===== src/rtl/rv32i_instr_encoder.sv =====
// Packs decoded RV32I fields into 32-bit instruction words, tagged with sequential word addresses.
// Latency: a word accepted on edge N is at the output head after edge N (empty FIFO).
// Backpressure: 2-entry output FIFO; in_ready = (count < 2), independent of out_ready.
module rv32i_instr_encoder #(
    parameter int ADDR_W   = 8,
    parameter int ERRCNT_W = 8
) (
    input  logic                clk,
    input  logic                reset_n,
    input  logic                in_valid,
    output logic                in_ready,
    input  logic [2:0]          in_fmt,
    input  logic [6:0]          in_op,
    input  logic [2:0]          in_funct3,
    input  logic                in_funct7b5,
    input  logic [4:0]          in_rd,
    input  logic [4:0]          in_rs1,
    input  logic [4:0]          in_rs2,
    input  logic [31:0]         in_imm,
    output logic                out_valid,
    input  logic                out_ready,
    output logic [31:0]         out_instr,
    output logic [ADDR_W-1:0]   out_addr,
    output logic                out_illegal,
    output logic [ERRCNT_W-1:0] err_count
);

    localparam logic [31:0] NOP_WORD = 32'h0000_0013;
    localparam logic [2:0]  FMT_R    = 3'd0;
    localparam logic [2:0]  FMT_I    = 3'd1;
    localparam logic [2:0]  FMT_S    = 3'd2;
    localparam logic [2:0]  FMT_B    = 3'd3;
    localparam logic [2:0]  FMT_U    = 3'd4;
    localparam logic [2:0]  FMT_J    = 3'd5;

    // Head and tail slots; the head is registered so it holds its value after the last pop.
    logic [31:0]         head_instr_q, head_instr_d;
    logic [ADDR_W-1:0]   head_addr_q,  head_addr_d;
    logic                head_ill_q,   head_ill_d;
    logic [31:0]         tail_instr_q, tail_instr_d;
    logic [ADDR_W-1:0]   tail_addr_q,  tail_addr_d;
    logic                tail_ill_q,   tail_ill_d;
    logic [1:0]          count_q,      count_d;
    logic [ADDR_W-1:0]   addr_q,       addr_d;
    logic [ERRCNT_W-1:0] err_q,        err_d;

    logic [31:0] raw_word;
    logic [31:0] enc_word;
    logic        enc_illegal;
    logic        is_shift;
    logic        imm_fits12;
    logic        imm_fits13;
    logic        imm_fits21;
    logic        push;
    logic        pop;

    // A value fits an N-bit signed field when all bits above the field's sign bit match it.
    assign imm_fits12 = (in_imm[31:11] == '0) || (in_imm[31:11] == '1);
    assign imm_fits13 = (in_imm[31:12] == '0) || (in_imm[31:12] == '1);
    assign imm_fits21 = (in_imm[31:20] == '0) || (in_imm[31:20] == '1);
    assign is_shift   = (in_fmt == FMT_I) && (in_op == 7'b0010011) &&
                        ((in_funct3 == 3'b001) || (in_funct3 == 3'b101));

    assign in_ready    = (count_q < 2'd2);
    assign out_valid   = (count_q != 2'd0);
    assign push        = in_valid && in_ready;
    assign pop         = out_valid && out_ready;
    assign out_instr   = head_instr_q;
    assign out_addr    = head_addr_q;
    assign out_illegal = head_ill_q;
    assign err_count   = err_q;

    // Field packing and legality check per format; illegal requests collapse to a NOP.
    always_comb begin
        raw_word    = '0;
        enc_illegal = 1'b0;
        case (in_fmt)
            FMT_R: raw_word = {1'b0, in_funct7b5, 5'b0, in_rs2, in_rs1, in_funct3, in_rd, in_op};
            FMT_I: begin
                if (is_shift) begin
                    raw_word    = {1'b0, in_funct7b5, 5'b0, in_imm[4:0], in_rs1, in_funct3, in_rd, in_op};
                    enc_illegal = (in_imm[31:5] != '0);
                end else begin
                    raw_word    = {in_imm[11:0], in_rs1, in_funct3, in_rd, in_op};
                    enc_illegal = !imm_fits12;
                end
            end
            FMT_S: begin
                raw_word    = {in_imm[11:5], in_rs2, in_rs1, in_funct3, in_imm[4:0], in_op};
                enc_illegal = !imm_fits12;
            end
            FMT_B: begin
                raw_word    = {in_imm[12], in_imm[10:5], in_rs2, in_rs1, in_funct3,
                               in_imm[4:1], in_imm[11], in_op};
                enc_illegal = !imm_fits13 || in_imm[0];
            end
            FMT_U: begin
                raw_word    = {in_imm[31:12], in_rd, in_op};
                enc_illegal = (in_imm[11:0] != '0);
            end
            FMT_J: begin
                raw_word    = {in_imm[20], in_imm[10:1], in_imm[11], in_imm[19:12], in_rd, in_op};
                enc_illegal = !imm_fits21 || in_imm[0];
            end
            default: enc_illegal = 1'b1;
        endcase
        enc_word = enc_illegal ? NOP_WORD : raw_word;
    end

    // FIFO movement, address stamping and saturating error count.
    always_comb begin
        head_instr_d = head_instr_q;
        head_addr_d  = head_addr_q;
        head_ill_d   = head_ill_q;
        tail_instr_d = tail_instr_q;
        tail_addr_d  = tail_addr_q;
        tail_ill_d   = tail_ill_q;
        count_d      = count_q;
        addr_d       = addr_q;
        err_d        = err_q;

        if (pop && (count_q == 2'd2)) begin
            head_instr_d = tail_instr_q;
            head_addr_d  = tail_addr_q;
            head_ill_d   = tail_ill_q;
        end

        if (push) begin
            if ((count_q == 2'd0) || pop) begin
                head_instr_d = enc_word;
                head_addr_d  = addr_q;
                head_ill_d   = enc_illegal;
            end else begin
                tail_instr_d = enc_word;
                tail_addr_d  = addr_q;
                tail_ill_d   = enc_illegal;
            end
            addr_d = addr_q + 1'b1;
            if (enc_illegal && (err_q != '1)) begin
                err_d = err_q + 1'b1;
            end
        end

        case ({push, pop})
            2'b10:   count_d = count_q + 2'd1;
            2'b01:   count_d = count_q - 2'd1;
            default: count_d = count_q;
        endcase
    end

    // State registers; reset discards any queued words.
    always_ff @(posedge clk or negedge reset_n) begin
        if (!reset_n) begin
            head_instr_q <= '0;
            head_addr_q  <= '0;
            head_ill_q   <= 1'b0;
            tail_instr_q <= '0;
            tail_addr_q  <= '0;
            tail_ill_q   <= 1'b0;
            count_q      <= '0;
            addr_q       <= '0;
            err_q        <= '0;
        end else begin
            head_instr_q <= head_instr_d;
            head_addr_q  <= head_addr_d;
            head_ill_q   <= head_ill_d;
            tail_instr_q <= tail_instr_d;
            tail_addr_q  <= tail_addr_d;
            tail_ill_q   <= tail_ill_d;
            count_q      <= count_d;
            addr_q       <= addr_d;
            err_q        <= err_d;
        end
    end

endmodule


===== config.mk =====
export PLATFORM = sky130hd
export DESIGN_NAME = rv32i_instr_encoder
export DESIGN_NICKNAME = d
export VERILOG_FILES = /design/src/rtl/rv32i_instr_encoder.sv
export SDC_FILE = /design/constraint.sdc
export NUM_CORES = 1
export LEC_CHECK = 0
export BUFFER_PORTS_ARGS = -buffer_cell sky130_fd_sc_hd__clkbuf_2
export CORE_ASPECT_RATIO = 1.5
export CORE_MARGIN = 2
export CORE_UTILIZATION = 54
export CTS_CLUSTER_DIAMETER = 120
export DETAILED_ROUTE_END_ITERATION = 16
export PLACE_DENSITY = 0.87
export SYNTH_ARGS = -nofsm -noshare
export SYNTH_HDL_FRONTEND = slang
export SYNTH_SLANG_ARGS = --single-unit

===== constraint.sdc =====
create_clock -name clk -period 2 [get_ports clk]
set_input_delay 0 -clock clk [delete_from_list [all_inputs] [get_ports clk]]
set_output_delay 0 -clock clk [all_outputs]
set_load 0.05 [all_outputs]

Yosys cells after proc, flatten, opt, wreduce, memory -nomap -nowiden
Cells that the tools add are included.
- $add $sub $neg: 4
- magnitude comparators: 1
- equal/unequal tests: 15
- mux-type cells: 15
- bitwise logic cells: 1
- reductions and logical operators: 27
- operator list (kind ; count):
    32-bit one-hot mux with 6 select lines ; 1
    32-bit two-way mux ; 5
    27-bit nonzero test ; 1
    8-bit two-way mux ; 3
    21-bit == test, second input constant ; 1
    21-bit logical NOT ; 1
    20-bit == test, second input constant ; 1
    20-bit logical NOT ; 1
    8-bit by 1-bit adder with 8-bit output, second input constant ; 2
    12-bit == test, second input constant ; 1
    12-bit logical NOT ; 1
    12-bit nonzero test ; 1
    3-bit == test, second input constant ; 3
    8-bit inequality test, second input constant ; 1
    7-bit by 5-bit == test with 1-bit output, second input constant ; 1
    1-bit logical OR ; 7
    3-bit by 1-bit == test with 1-bit output, second input constant ; 2
    3-bit by 2-bit == test with 1-bit output, second input constant ; 2
    1-bit logical AND ; 6
    1-bit one-hot mux with 6 select lines ; 1
    2-bit == test, second input constant ; 2
    1-bit two-way mux ; 4
    2-bit one-hot mux with 2 select lines ; 1
    2-bit AND reduction ; 2
    other kinds (9) ; 12
- register bits: 100
- bits of input ports: 65
- output and inout bits: 51

Logic depth before layout (Yosys ltp)
Gate-level depths: netlist (run 1).
- depth in word-level cells: 8
- mapped depth: 10
- mapped depth without buffers: 7

Least setup slack after synthesis (run 1)
OpenSTA, ideal clock, no wires.
- path type: register to register
- start point: register err_q[2], in the netlist err_count[2]
- end point: register err_q[1], in the netlist err_count[1]
- data arrival time: 1776 ps
- required time: 1875 ps
- setup slack: 100 ps
- stages on the path, launching flop included: 7
- path buffers: 0
- path through: dfrtp_1 -> and3_1 -> and2_1 -> and3_1 -> nand2_1 -> o211ai_1 -> mux2_2
- longest elaborated chain between the ends: 3
- RTL lines (item ; RTL line ; RTL):
    from (decl) ; 45 ; logic [ERRCNT_W-1:0] err_q, err_d;
    from (signal assigned) ; 172 ; err_q <= err_d;
    8-bit inequality test ; 139 ; if (enc_illegal && (err_q != '1)) begin
    1-bit logical AND ; 139 ;
    2-bit AND reduction (no line) ; -- ;
No other way between the ends.
A chain may end at the register's enable or synchronous reset.

Worst setup path after layout (run 1)
- start point: input port in_imm[22]
- end point: register head_instr_q[14], in the netlist out_instr[14]
- longest elaborated chain between the ends: 8
- elaborated cells between the ends (all ways): 20
- classes of those cells: eq/ne (3); mux (5); reduce/logical (12)
- RTL lines (item ; RTL line ; RTL):
    from (decl) ; 19 ; input logic [31:0] in_imm,
    21-bit == test (tied with other cells) ; 58 ; assign imm_fits12 = (in_imm[31:11] == '0) || (in_imm[31:11] == '1);
    1-bit logical OR (on tied branches) ; 58, 59, 60 ;
    1-bit logical NOT (on tied branches) ; -- ;
    1-bit two-way mux (tied with other cells) ; 80 ; if (is_shift) begin
    1-bit one-hot mux with 6 select lines * ; 77 ; case (in_fmt)
    32-bit two-way mux * ; 107 ; enc_word = enc_illegal ? NOP_WORD : raw_word;
    32-bit two-way mux * ; 129 ; if ((count_q == 2'd0) || pop) begin
    32-bit two-way mux * ; 128 ; if (push) begin
    net head_instr_d[14] ; 37 ; logic [31:0] head_instr_q, head_instr_d;
    to (signal assigned) ; 164 ; head_instr_q <= head_instr_d;
    to (decl) ; 37 ;
Mark *: on every way through the listed nets, which the timed path passes. The rest lies on a longest branch.

==> summary.md, run 1 <==
| Metric | Value |
|---|---|
| Run status | `complete, no violations` |
| Starting Density | `55.2%` |
| H-tree Lvls | `3` |
| First-pass GRT wire length | `21200 um` |
| Top cells by area, synth | `dfrtp_1 (49%), mux2_2 (8.8%), o31ai_1 (7.1%)` |
| CP arrival | `2.03 ns` |
| Final Hold Viols | `0` |
| Crit path largest cell delay | `0.41 ns` |
| WL/cell | `17.8 um` |
| Yosys warning total | `0` |
| Row count | `43` |
| Unrepaired setup endpoints after global routing | `no` |
| Layout Cells excl Fill | `744` |
| Largest net degree at the start of global routing | `61` |
| Max VDD drop | `1.07 mV` |
| Critical Path Sink Type | `flip-flop` |
| Max-cap violations | `0` |
| Number of remaining DRC errors | `0` |
| Most frequent cells in the layout | `clkbuf_2 (114), dfrtp_1 (100), nand2_1 (72)` |
| Clock root cell | `clkbuf_16` |
| Ys flop type | `dfrtp_1` |
| TritonCTS clock tree | `yes` |
| CTS buffer count | `9` |
| R2r worst-path depth | `5` |
| Critical R2R Capture | `out_instr[17]` |
| Mean Syn Cell Area | `10.3 um^2` |
| Final Wtd Congestion | `0.928` |
| Worst EP required | `2.23 ns` |
| CORE AREA | `0.00925 mm^2` |
| Routed wire length | `13300 um` |
| Largest area contributor in the netlist | `dfrtp_1` |
| Synth Instances | `494` |
| Top cell family by delay on the critical path | `simple AND/OR/NAND/NOR gates` |
| LEAKAGE | `3.10 nW` |
| Post-Syn Area | `0.00511 mm^2` |
| Final Total Pwr | `9.30 mW` |
| CP Class | `in -> reg` |
| Initial antenna violation count | `0` |
| I/O pin cnt | `116` |
| Number of cells on the critical path | `8` |
| Final Skew | `0.00474 ns` |
| # port buffers | `115` |
| Setup violators final | `0` |
| Hold Path Sink | `out_instr[24]` |
| CP Cell Sequence | `clkbuf_2 -> nor4_2 -> nand3_1 -> a2111oi_2 -> a311oi_2 -> or2_2 -> buf_12 -> o31ai_1` |
| Fill cell count | `659` |
| Reg2reg start | `count_q[0]` |
| Number of synthesized flops with an enable pin | `0` |
| Clk slew on worst S/H paths | `0.06 ns` |
| Vias in the first global route | `4441` |
| Slew Limit Fails | `0` |
| Die Wd | `83.4 um` |
| Vias per inst | `6.04` |
| #FFs+latches synth | `100` |
| Worst hold path stage count | `3` |
| Die height | `123 um` |
| Clk sinks | `100` |
| Relative slew slack | `57.3%` |
| DR iter-0 viols | `369` |
| Drt pass-1 iters | `5` |
| Setup slack, reg-to-reg | `0.22 ns` |
| Antenna cells | `0` |
| Die Area | `0.0103 mm^2` |
| Post-synthesis sequential area ratio | `49.0%` |
| Nets | `696` |
| Tot GR Track Use | `26.0%` |
| Dpl hpwl | `9230 um` |
| Detail Route Antenna Nets | `0` |
| Slew @ Worst Pin | `0.639 ns` |
| Share of layout cells above drive strength 1 | `35.3%` |
| CP startpoint kind | `primary input` |
| Synth top area share | `49.0%` |
| Post-CTS Setup Bufs | `0` |
| Hold Crit Start | `in_rs2[4]` |
| Netlist cell types | `45` |
| Cells after DPL | `721` |
| Area grow syn2layout | `26.1%` |
| Hold Path Class | `in -> reg` |
| Critical path peak fanout | `21` |
| CP max stage cell | `a2111oi_2` |
| Pwr/cell area | `1440 mW/mm^2` |
| Fraction of registers with async set/reset | `100%` |
| Critical path buffer and inverter count | `2` |
| Final Cycle Share | `90.2%` |
| Max clock buf depth | `2` |
| Vias | `4497` |
| Mapped Nets | `562` |
| Worst-Skew Late Latency | `0.34 ns` |
| Max frequency | `554 MHz` |
| Fin crit period | `1.80 ns` |
| Commonest non-fill, non-tap cell in the layout | `clkbuf_2` |
| GRT overflow | `0` |
[power by group]
part	internal [mW]	switching [mW]	leakage, nW
clock	1.09	0.739	0.148
combinational	1.36	2.82	1.65
sequential	2.78	0.514	1.30
[worst reg2reg max path: cells and delay by family (launching register included)]
kind | cells | cell delay (ns)
AND/OR/NAND/NOR | 2 | 0.26
flip-flops | 1 | 0.43
AO/OA/AOI/OAI | 2 | 0.62
buffers and inverters | 1 | 0.36
[area by class of cell]
type	count	area [um^2]	area share [%]
clock buffer	9	225	3.50
timing repair buffer	157	1010	15.7
inverter	13	48.8	0.757
sequential	100	2500	38.8
clock inverter	6	88.8	1.38
multi-input combinational	347	2420	37.6
tap	112	140	2.18
[flip-flops by register name, summed over array words and instances (netlist names)]
| name | count |
|---|---|
| out_illegal | 1 |
| addr_q | 8 |
| tail_ill_q | 1 |
| out_addr | 8 |
| count_q | 2 |
| tail_instr_q | 32 |
| err_count | 8 |
| out_instr | 32 |
| tail_addr_q | 8 |
[worst max-delay path by stage]
| stage | to | from | slack, ns |
|---|---|---|---|
| floorplan | err_count[1] | err_count[2] | 0.1 |
| global placement | tail_instr_q[12] | in_imm[27] | 0.03 |
| detailed placement | tail_instr_q[24] | in_imm[22] | -0.11 |
| CTS | tail_instr_q[20] | count_q[1] | 0.009 |
| global route | err_count[1] | err_count[2] | 0.09 |
| finish | out_instr[14] | in_imm[22] | 0.20 |
[cell usage after synthesis, drive strengths merged (6+ instances only)]
master,count
nor2,25
nor4,14
clkbuf,24
xnor2,16
nand2,72
nand3,7
mux2,40
dfrtp,100
inv,13
and3,6
a22oi,17
o21ai,7
buf,10
o31ai,58
a21oi,25
nand4,7
mux2i,16
[cell families (layout without fill, tap and decap cells)]
| logic type | Yosys count | count (layout) | share of synthesized area, % |
|---|---|---|---|
| buffers and inverters | 47 | 185 | 3.92 |
| AOI/OAI and AO/OA | 121 | 121 | 17.6 |
| xor gates and xnor gates | 17 | 17 | 2.91 |
| DFF | 100 | 100 | 49.0 |
| and+or+nand+nor | 150 | 150 | 13.9 |
| adders and majority gates | 3 | 3 | 0.735 |
| muxes | 56 | 56 | 11.9 |
[stage by stage]
stage | cell area [um^2] | utilization [%] | worst slack, ns | hold slack [ns] | setup TNS (ns)
finish | 6440 | 69.6 | 0.196 | 0.0209 | 0
global route | 6440 | 69.6 | 0.0948 | 0.0464 | 0
CTS | 6440 | 69.6 | 0.00945 | 0.00789 | 0
detailed placement | 6040 | 65.3 | -0.112 | 0.0456 | -2.85
global placement | 6040 | 65.3 | 0.0273 | 0.0366 | 0
floorplan | 5110 | - | 0.0996 | -0.296 | 0
[timing repair]
item	CTS	global route
resized for setup	0	1
setup endpoints to repair	0	30
endpoints found under the hold margin	57	0
hold buffers	8	0
[routing by layer]
layer | global-route usage [%] | up-vias | part of all wire (%)
met5 | 0 | - | 0
met4 | 11.9 | 0 | 3.4
met3 | 5.41 | 42 | 7.6
met2 | 44.7 | 228 | 51
met1 | 31.8 | 2150 | 38
li1 | - | 2077 | -
No activity file was read; power rests on OpenSTA's default activity.
==> inputs of run 2 (changes only) <==
Settings changed: PLACE_DENSITY 0.87 to 0.82.
==> run 2 against run 1 <==
  * The flow now finishes with violations (negative hold slack)
  * Combinational power hardly changed
  * Via count down 1.6%
  * Core utilization down 0.38 points
  * Sequential share of layout area increased by 0.21 points
  * Cell count decreased by 0.54%
  * Clock skew increased by 0.0013 ns
  * Critical path type unchanged
==> summary.md, run 2 (synthesis gave the netlist of run 1 again) <==
| Metric | Value |
|---|---|
| Share of layout cells above drive strength 1 | `36.1% (+0.86 points)` |
| LEAKAGE | `3.09 nW (-0.40%)` |
| Relative slew slack | `61.2% (+4.0 points)` |
| CORE AREA | `0.00925 mm^2 (unchanged)` |
| Max VDD drop | `1.15 mV (+7.5%)` |
| Dpl hpwl | `9150 um (-0.78%)` |
| Die Wd | `83.4 um (unchanged)` |
| Final Hold Viols | `1 (+1)` |
| Tot GR Track Use | `25.3% (-0.74 points)` |
| Critical R2R Capture | `tail_addr_q[0]` |
| CP startpoint kind | `primary input` |
| Slew Limit Fails | `0 (unchanged)` |
| Slew @ Worst Pin | `0.577 ns (-0.0619 ns)` |
| Hold Path Sink | `out_instr[4]` |
| Final Wtd Congestion | `0.883 (-4.8%)` |
| Setup slack, reg-to-reg | `0.24 ns (+0.02 ns)` |
| GRT overflow | `0 (unchanged)` |
| Hold Crit Start | `in_op[4]` |
| DR iter-0 viols | `329 (-11%)` |
| Drt pass-1 iters | `4 (-1)` |
| Die Area | `0.0103 mm^2 (unchanged)` |
| Clock root cell | `clkbuf_16` |
| Setup violators final | `0 (unchanged)` |
| Area grow syn2layout | `25.4%` |
| Antenna cells | `0 (unchanged)` |
| Fin crit period | `1.91 ns (+0.110 ns)` |
| Worst hold margin | `-0.000444 ns (-0.0214 ns)` |
| H-tree Lvls | `3 (unchanged)` |
| Routed wire length | `13100 um (-1.2%)` |
| Largest net degree at the start of global routing | `83 (+36%)` |
| First-pass GRT wire length | `20500 um (-2.9%)` |
| Initial antenna violation count | `0 (unchanged)` |
| Clk sinks | `100 (unchanged)` |
| CP arrival | `2.15 ns (+0.12 ns)` |
| Clk slew on worst S/H paths | `0.07 ns (about the same)` |
| Worst hold path stage count | `3 (unchanged)` |
| Vias per inst | `5.98 (-1.0%)` |
| Number of remaining DRC errors | `0 (unchanged)` |
| Worst EP required | `2.24 ns (about the same)` |
| Starting Density | `55.2% (unchanged)` |
| Max-cap violations | `0 (unchanged)` |
| Max frequency | `522 MHz (-5.8%)` |
| Reg2reg start | `count_q[1]` |
| TritonCTS clock tree | `yes` |
| Failing checks | `negative hold slack` |
| Final Skew | `0.00607 ns (+0.00133 ns)` |
| Detail Route Antenna Nets | `0 (unchanged)` |
| CP Class | `in -> reg` |
| Row count | `43 (unchanged)` |
| Pwr/cell area | `1440 mW/mm^2 (-0.56%)` |
| Nets | `692 (-0.57%)` |
| Critical Path Sink Type | `flip-flop` |
| R2r worst-path depth | `5 (unchanged)` |
| I/O pin cnt | `116 (unchanged)` |
| Run status | `finished with violations` |
| Max clock buf depth | `2 (unchanged)` |
| Hold Path Class | `in -> reg` |
| Die height | `123 um (unchanged)` |
| Final Cycle Share | `95.7% (+5.5 points)` |
| Most frequent cells in the layout | `clkbuf_2 (114), dfrtp_1 (100), nand2_1 (72)` |
| CTS buffer count | `9 (unchanged)` |
| Worst-Skew Late Latency | `0.34 ns (about the same)` |
| Vias | `4427 (-1.6%)` |
| # port buffers | `115 (unchanged)` |
| Final Util | `69.2% (-0.38 points)` |
| Critical path peak fanout | `27 (+29%)` |
| Commonest non-fill, non-tap cell in the layout | `clkbuf_2` |
| Vias in the first global route | `4319 (-2.7%)` |
| WL/cell | `17.7 um (-0.70%)` |
run 2: changes by cell type in the layout (fill, tap and decap cells not counted), sizes merged:
cell / previous run / this run
buf: 35 / 32
bufinv: 2 / 1
clkbuf: 123 / 124
clkinv: 1 / 2
clkinvlp: 2 / 0
dlygate4sd3: 8 / 7
inv: 14 / 15
run 2: final cells by class:
cell class	instances	area (um^2)
well taps	112	140
inverters	13	48.8
repair buffers	153	947
clock buffers	10	229
multi-input cells	347	2480
flip-flops and latches	100	2500
clock inverters	5	61.3
fillers	691	2850
run 2: worst max path at each step:
stage / start / to / slack (ns) / cells past startpoint
final: in_op[0] / tail_instr_q[10] / 0.09 / 9
after global routing: in_op[0] / tail_instr_q[28] / -0.02 / 9
after CTS: in_op[1] / tail_instr_q[31] / 0.01 / 9
after detailed placement: in_op[5] / tail_instr_q[18] / -0.19 / 8
after global placement: in_op[5] / tail_instr_q[29] / -0.16 / 10
after floorplan: err_count[2] / err_count[1] / 0.1 / 6
run 2: critical path, cell delays in order:
cell,delay (ns)
dlygate4sd3_1,0.54
clkbuf_2,0.14
nand3_1,0.15
nor3_4,0.06
a2111oi_4,0.32
a311oi_2,0.09
or2_2,0.37
buf_12,0.18
o31ai_1,0.29
run 2: metal layers:
layer / GRT usage (%) / share of wire [%]
met5: 0 / 0
met4: 11.5 / 2.6
met3: 4.14 / 4.8
met2: 44.7 / 53
met1: 30.5 / 40
run 2: what timing repair did:
action	CTS	global route
setup buffers	0	0
hold buffers	7	0
hold endpoints to repair	112	0
setup endpoints to repair	0	57
gates resized for setup	0	11
run 2: metrics by stage:
step | area [um^2] | setup WS, ns | TNS [ns] | power (mW) | std cells
after floorplan | 5110 | 0.0996 | 0 | 6.31 | 494
after global placement | 5980 | -0.159 | -7.55 | 7.28 | 718
after detailed placement | 5980 | -0.191 | -9.06 | 7.46 | 718
after CTS | 6340 | 0.0146 | 0 | 9.21 | 740
after global routing | 6410 | -0.0185 | -0.0357 | 9.70 | 740
final | 6410 | 0.0861 | 0 | 9.20 | 740
run 2: power by group:
part | switching [mW] | leakage, nW | total (mW) | internal (mW)
Sequential | 0.509 | 1.30 | 3.29 | 2.78
Clock | 0.748 | 0.143 | 1.72 | 0.972
Combinational | 2.83 | 1.65 | 4.19 | 1.36
==> inputs of run 3 (changes only) <==
Settings changed: ABC_AREA set to 1, CORE_UTILIZATION 54 to 55.
==> run 3 against run 2 <==
  * Largest cell class unchanged
  * Sequential power is 3% higher
  * Core utilization is 2.4 points lower
  * Critical endpoint is now out_instr[1]
  * Highest routed layer unchanged
  * Global-route usage is 3.5 points higher
  * Clock skew is 0.00082 ns lower
  * Worst setup slack better by 0.073 ns
  * Die area is 4.6% higher
  * Maximum frequency is 4.0% higher
  * The flow now finishes without violations
  * Clock power is 5% lower
  * Synthesized cell count is 47% higher
  * Register-to-register slack worse by 0.08 ns
  * Critical path type unchanged
==> summary.md, run 3 <==
| Metric | Value |
|---|---|
| Run status | `complete, no violations` |
| Post-synthesis sequential area ratio | `45.9% (-3.1 points)` |
| Die Wd | `85.3 um (+2.3%)` |
| Commonest non-fill, non-tap cell in the layout | `nand2_1` |
| Mean Syn Cell Area | `7.53 um^2 (-27%)` |
| Worst-Skew Late Latency | `0.35 ns (about the same)` |
| Share of layout cells above drive strength 1 | `19.0% (-17 points)` |
| Main combinational cell family by area after synthesis | `simple AND/OR/NAND/NOR gates` |
| Relative slew slack | `52.0% (-9.3 points)` |
| Top cells by area, synth | `dfrtp_1 (46%), nand2_1 (16%), nand4_1 (7.2%)` |
| Max VDD drop | `1.38 mV (+20%)` |
| WL/cell | `15.5 um (-12%)` |
| Area grow syn2layout | `18.8%` |
| Pwr/cell area | `1430 mW/mm^2 (-0.26%)` |
| I/O pin cnt | `116 (unchanged)` |
| Fill cell count | `808 (+17%)` |
| Number of remaining DRC errors | `0 (unchanged)` |
| Number of synthesized flops with an enable pin | `0 (unchanged)` |
| DP Worst Slack | `0.145 ns (+0.336 ns)` |
| Ys flop type | `dfrtp_1` |
| CP Class | `in -> reg` |
| Storage element area | `0.00250 mm^2 (unchanged)` |
| Slew @ Worst Pin | `0.719 ns (+0.143 ns)` |
| LEAKAGE | `3.35 nW (+8.3%)` |
| Fin crit period | `1.84 ns (-0.0734 ns)` |
| Vias | `5361 (+21%)` |
| Clock root cell | `clkbuf_16` |
| Netlist cell types | `34 (-24%)` |
| Routed wire length | `14800 um (+13%)` |
| Hold Path Class | `in -> reg` |
| Dpl hpwl | `10400 um (+14%)` |
| Simple-Gate Fraction of Synth Area | `31.2% (+17 points)` |
| Multi-input logic area | `0.00249 mm^2 (+0.30%)` |
| Slew Limit Fails | `0 (unchanged)` |
| Synth top area share | `45.9% (-3.1 points)` |
| TritonCTS clock tree | `yes` |
| Tot GR Track Use | `28.8% (+3.5 points)` |
| CORE AREA | `0.00969 mm^2 (+4.7%)` |
| Largest area contributor in the netlist | `dfrtp_1` |
| Vias in the first global route | `5220 (+21%)` |
| Switching Fraction | `47.4% (+3.0 points)` |
| Setup violators final | `0 (unchanged)` |
| Clk sinks | `100 (unchanged)` |
| Sequential group share of total power | `36.6% (+0.8 points)` |
| Yosys warning total | `0 (unchanged)` |
| Row count | `44 (+2.3%)` |
| Synth Area in Compound Gates | `10.8% (-6.9 points)` |
| Clk slew on worst S/H paths | `0.07 ns (about the same)` |
| Max frequency | `543 MHz (+4.0%)` |
| Worst EP required | `2.24 ns (about the same)` |
| Final Hold Viols | `0 (-1)` |
| Mapped Nets | `793 (+41%)` |
| #FFs+latches synth | `100 (unchanged)` |
| GRT overflow | `0 (unchanged)` |
| CP startpoint kind | `primary input` |
| Synth Instances | `725 (+47%)` |
| Most common cell in the synthesized netlist | `nand2_1` |
| # port buffers | `115 (unchanged)` |
| Mux cell area share after synthesis | `0% (-12 points)` |
| Unrepaired setup endpoints after global routing | `no` |
| Commonest cells post-synth | `nand2_1 (231), dfrtp_1 (100), o21ai_0 (67), inv_1 (65), nand4_1 (63)` |
| Drt pass-1 iters | `5 (+1)` |
| First-pass GRT wire length | `24800 um (+21%)` |
| H-tree Lvls | `3 (unchanged)` |
| Most frequent cells in the layout | `nand2_1 (230), clkbuf_2 (114), dfrtp_1 (100)` |
| Nets | `903 (+30%)` |
| Final Cycle Share | `92.0% (-3.7 points)` |
| Critical path peak fanout | `19 (-30%)` |
| Vias per inst | `5.61 (-6.2%)` |
| Fraction of registers with async set/reset | `100% (unchanged)` |
| Internal power | `4.88 mW (-4.5%)` |
| Post-Synth XOR/XNOR Area | `2.41% (-0.51 points)` |
| Post-Synth Adder-Cell Area | `0.688% (-0.047 points)` |
| Setup_tns | `0 ns (unchanged)` |
| Setup ws final | `0.159 ns (+0.0734 ns)` |
| Sw Pwr | `4.40 mW (+7.6%)` |
| CTS buffer count | `9 (unchanged)` |
| Antenna cells | `0 (unchanged)` |
| Final Wtd Congestion | `1.03 (+17%)` |
| Gate power share | `45.8% (+0.3 points)` |
| Initial antenna violation count | `0 (unchanged)` |
| CP arrival | `2.08 ns (-0.07 ns)` |
| Largest net degree at the start of global routing | `63 (-24%)` |
| Clk pwr share | `17.6% (-1.1 points)` |
| Max-cap violations | `0 (unchanged)` |
| Detail Route Antenna Nets | `0 (unchanged)` |
| Max clock buf depth | `2 (unchanged)` |
| Die Area | `0.0108 mm^2 (+4.6%)` |
| Starting Density | `56.3% (+1.1 points)` |
| Final Skew | `0.00525 ns (-0.000815 ns)` |
| DR iter-0 viols | `440 (+34%)` |
| Post-Syn Area | `0.00546 mm^2 (+6.8%)` |
| Die height | `126 um (+2.3%)` |
| Critical Path Sink Type | `flip-flop` |
[run 3: cell count changes after synthesis, moves of 24 or more]
cell / change
inv_1: +53
mux2_2: -40
nand2_1: +159
nand3_1: +27
nand4_1: +56
nor2_1: +24
o21ai_0: +61
o31ai_1: -48
[run 3: layout make-up]
cell class,count,share of cell area [%]
Clock buffer,11,3.75
Clock inverter,5,0.579
Inverter,67,3.90
Multi-Input combinational cell,517,38.4
Sequential cell,100,38.6
Tap cell,115,2.22
Timing Repair Buffer,140,12.6
[run 3: power by group through the flow]
stage	clock network, mW	logic [mW]	registers [mW]
2_1_floorplan	0	1.80	4.67
4_1_cts	1.66	4.27	3.39
3_5_place_dp	0	4.20	3.41
6_report	1.63	4.25	3.40
5_1_grt	1.74	4.65	3.49
3_3_place_gp	0	4.09	3.38
[run 3: metal layers]
| metal | vias up | part of all wire, % | track usage (%) |
|---|---|---|---|
| li1 | 2612 | - | - |
| met1 | 2496 | 40 | 36.2 |
| met2 | 219 | 52 | 49.0 |
| met3 | 34 | 5.0 | 3.60 |
| met4 | 0 | 3.3 | 13.0 |
| met5 | - | 0 | 0 |
[run 3: stage by stage]
stage / power (mW) / hold slack (ns) / instances / utilization, % / area [um^2]
6_report: 9.28 / 0.0330 / 955 / 66.9 / 6480
5_1_grt: 9.89 / 0.0520 / 955 / 66.9 / 6480
4_1_cts: 9.32 / 0.0311 / 955 / 66.8 / 6480
3_5_place_dp: 7.61 / 0.0645 / 931 / 63.1 / 6120
3_3_place_gp: 7.47 / 0.0677 / 931 / 63.1 / 6120
2_1_floorplan: 6.47 / -0.296 / 725 / - / 5470
[run 3: critical path, stage by stage]
cell,delay (ns)
dlygate4sd3_1,0.55
clkbuf_2,0.14
nor2_1,0.13
nand2_1,0.07
nor2_1,0.22
nand3_1,0.11
nor2_1,0.11
nor2_1,0.07
a21oi_4,0.19
buf_4,0.26
nand4_1,0.11
nand2_1,0.07
inv_1,0.04
[run 3: cell families (layout without fill, tap and decap cells)]
kind of cell	Yosys count	count (layout)
xor gates and xnor gates	15	15
buffers and inverters	108	223
AOI/OAI and AO/OA	109	109
and+or+nand+nor	390	390
DFF	100	100
adders and majority gates	3	3
[run 3: path summary, 6_finish.rpt]
check / start / to / slack (ns) / depth (start not counted)
max in group asynchronous: reset_n / tail_instr_q[24] / 1.08 / 3
min: in_imm[10] / tail_instr_q[30] / 0.03 / 5
min reg2reg: tail_instr_q[28] / tail_instr_q[28] / 0.48 / 2
max: in_op[3] / out_instr[1] / 0.16 / 13
max reg2reg: count_q[0] / out_instr[19] / 0.16 / 9
min in group asynchronous: reset_n / tail_addr_q[5] / 0.22 / 2
[run 3: what timing repair did]
action	in CTS	in global routing
setup buffers	0	0
endpoints found under the hold margin	62	0
setup endpoints to repair	0	8
hold buffers	8	0
gates resized for setup	0	1
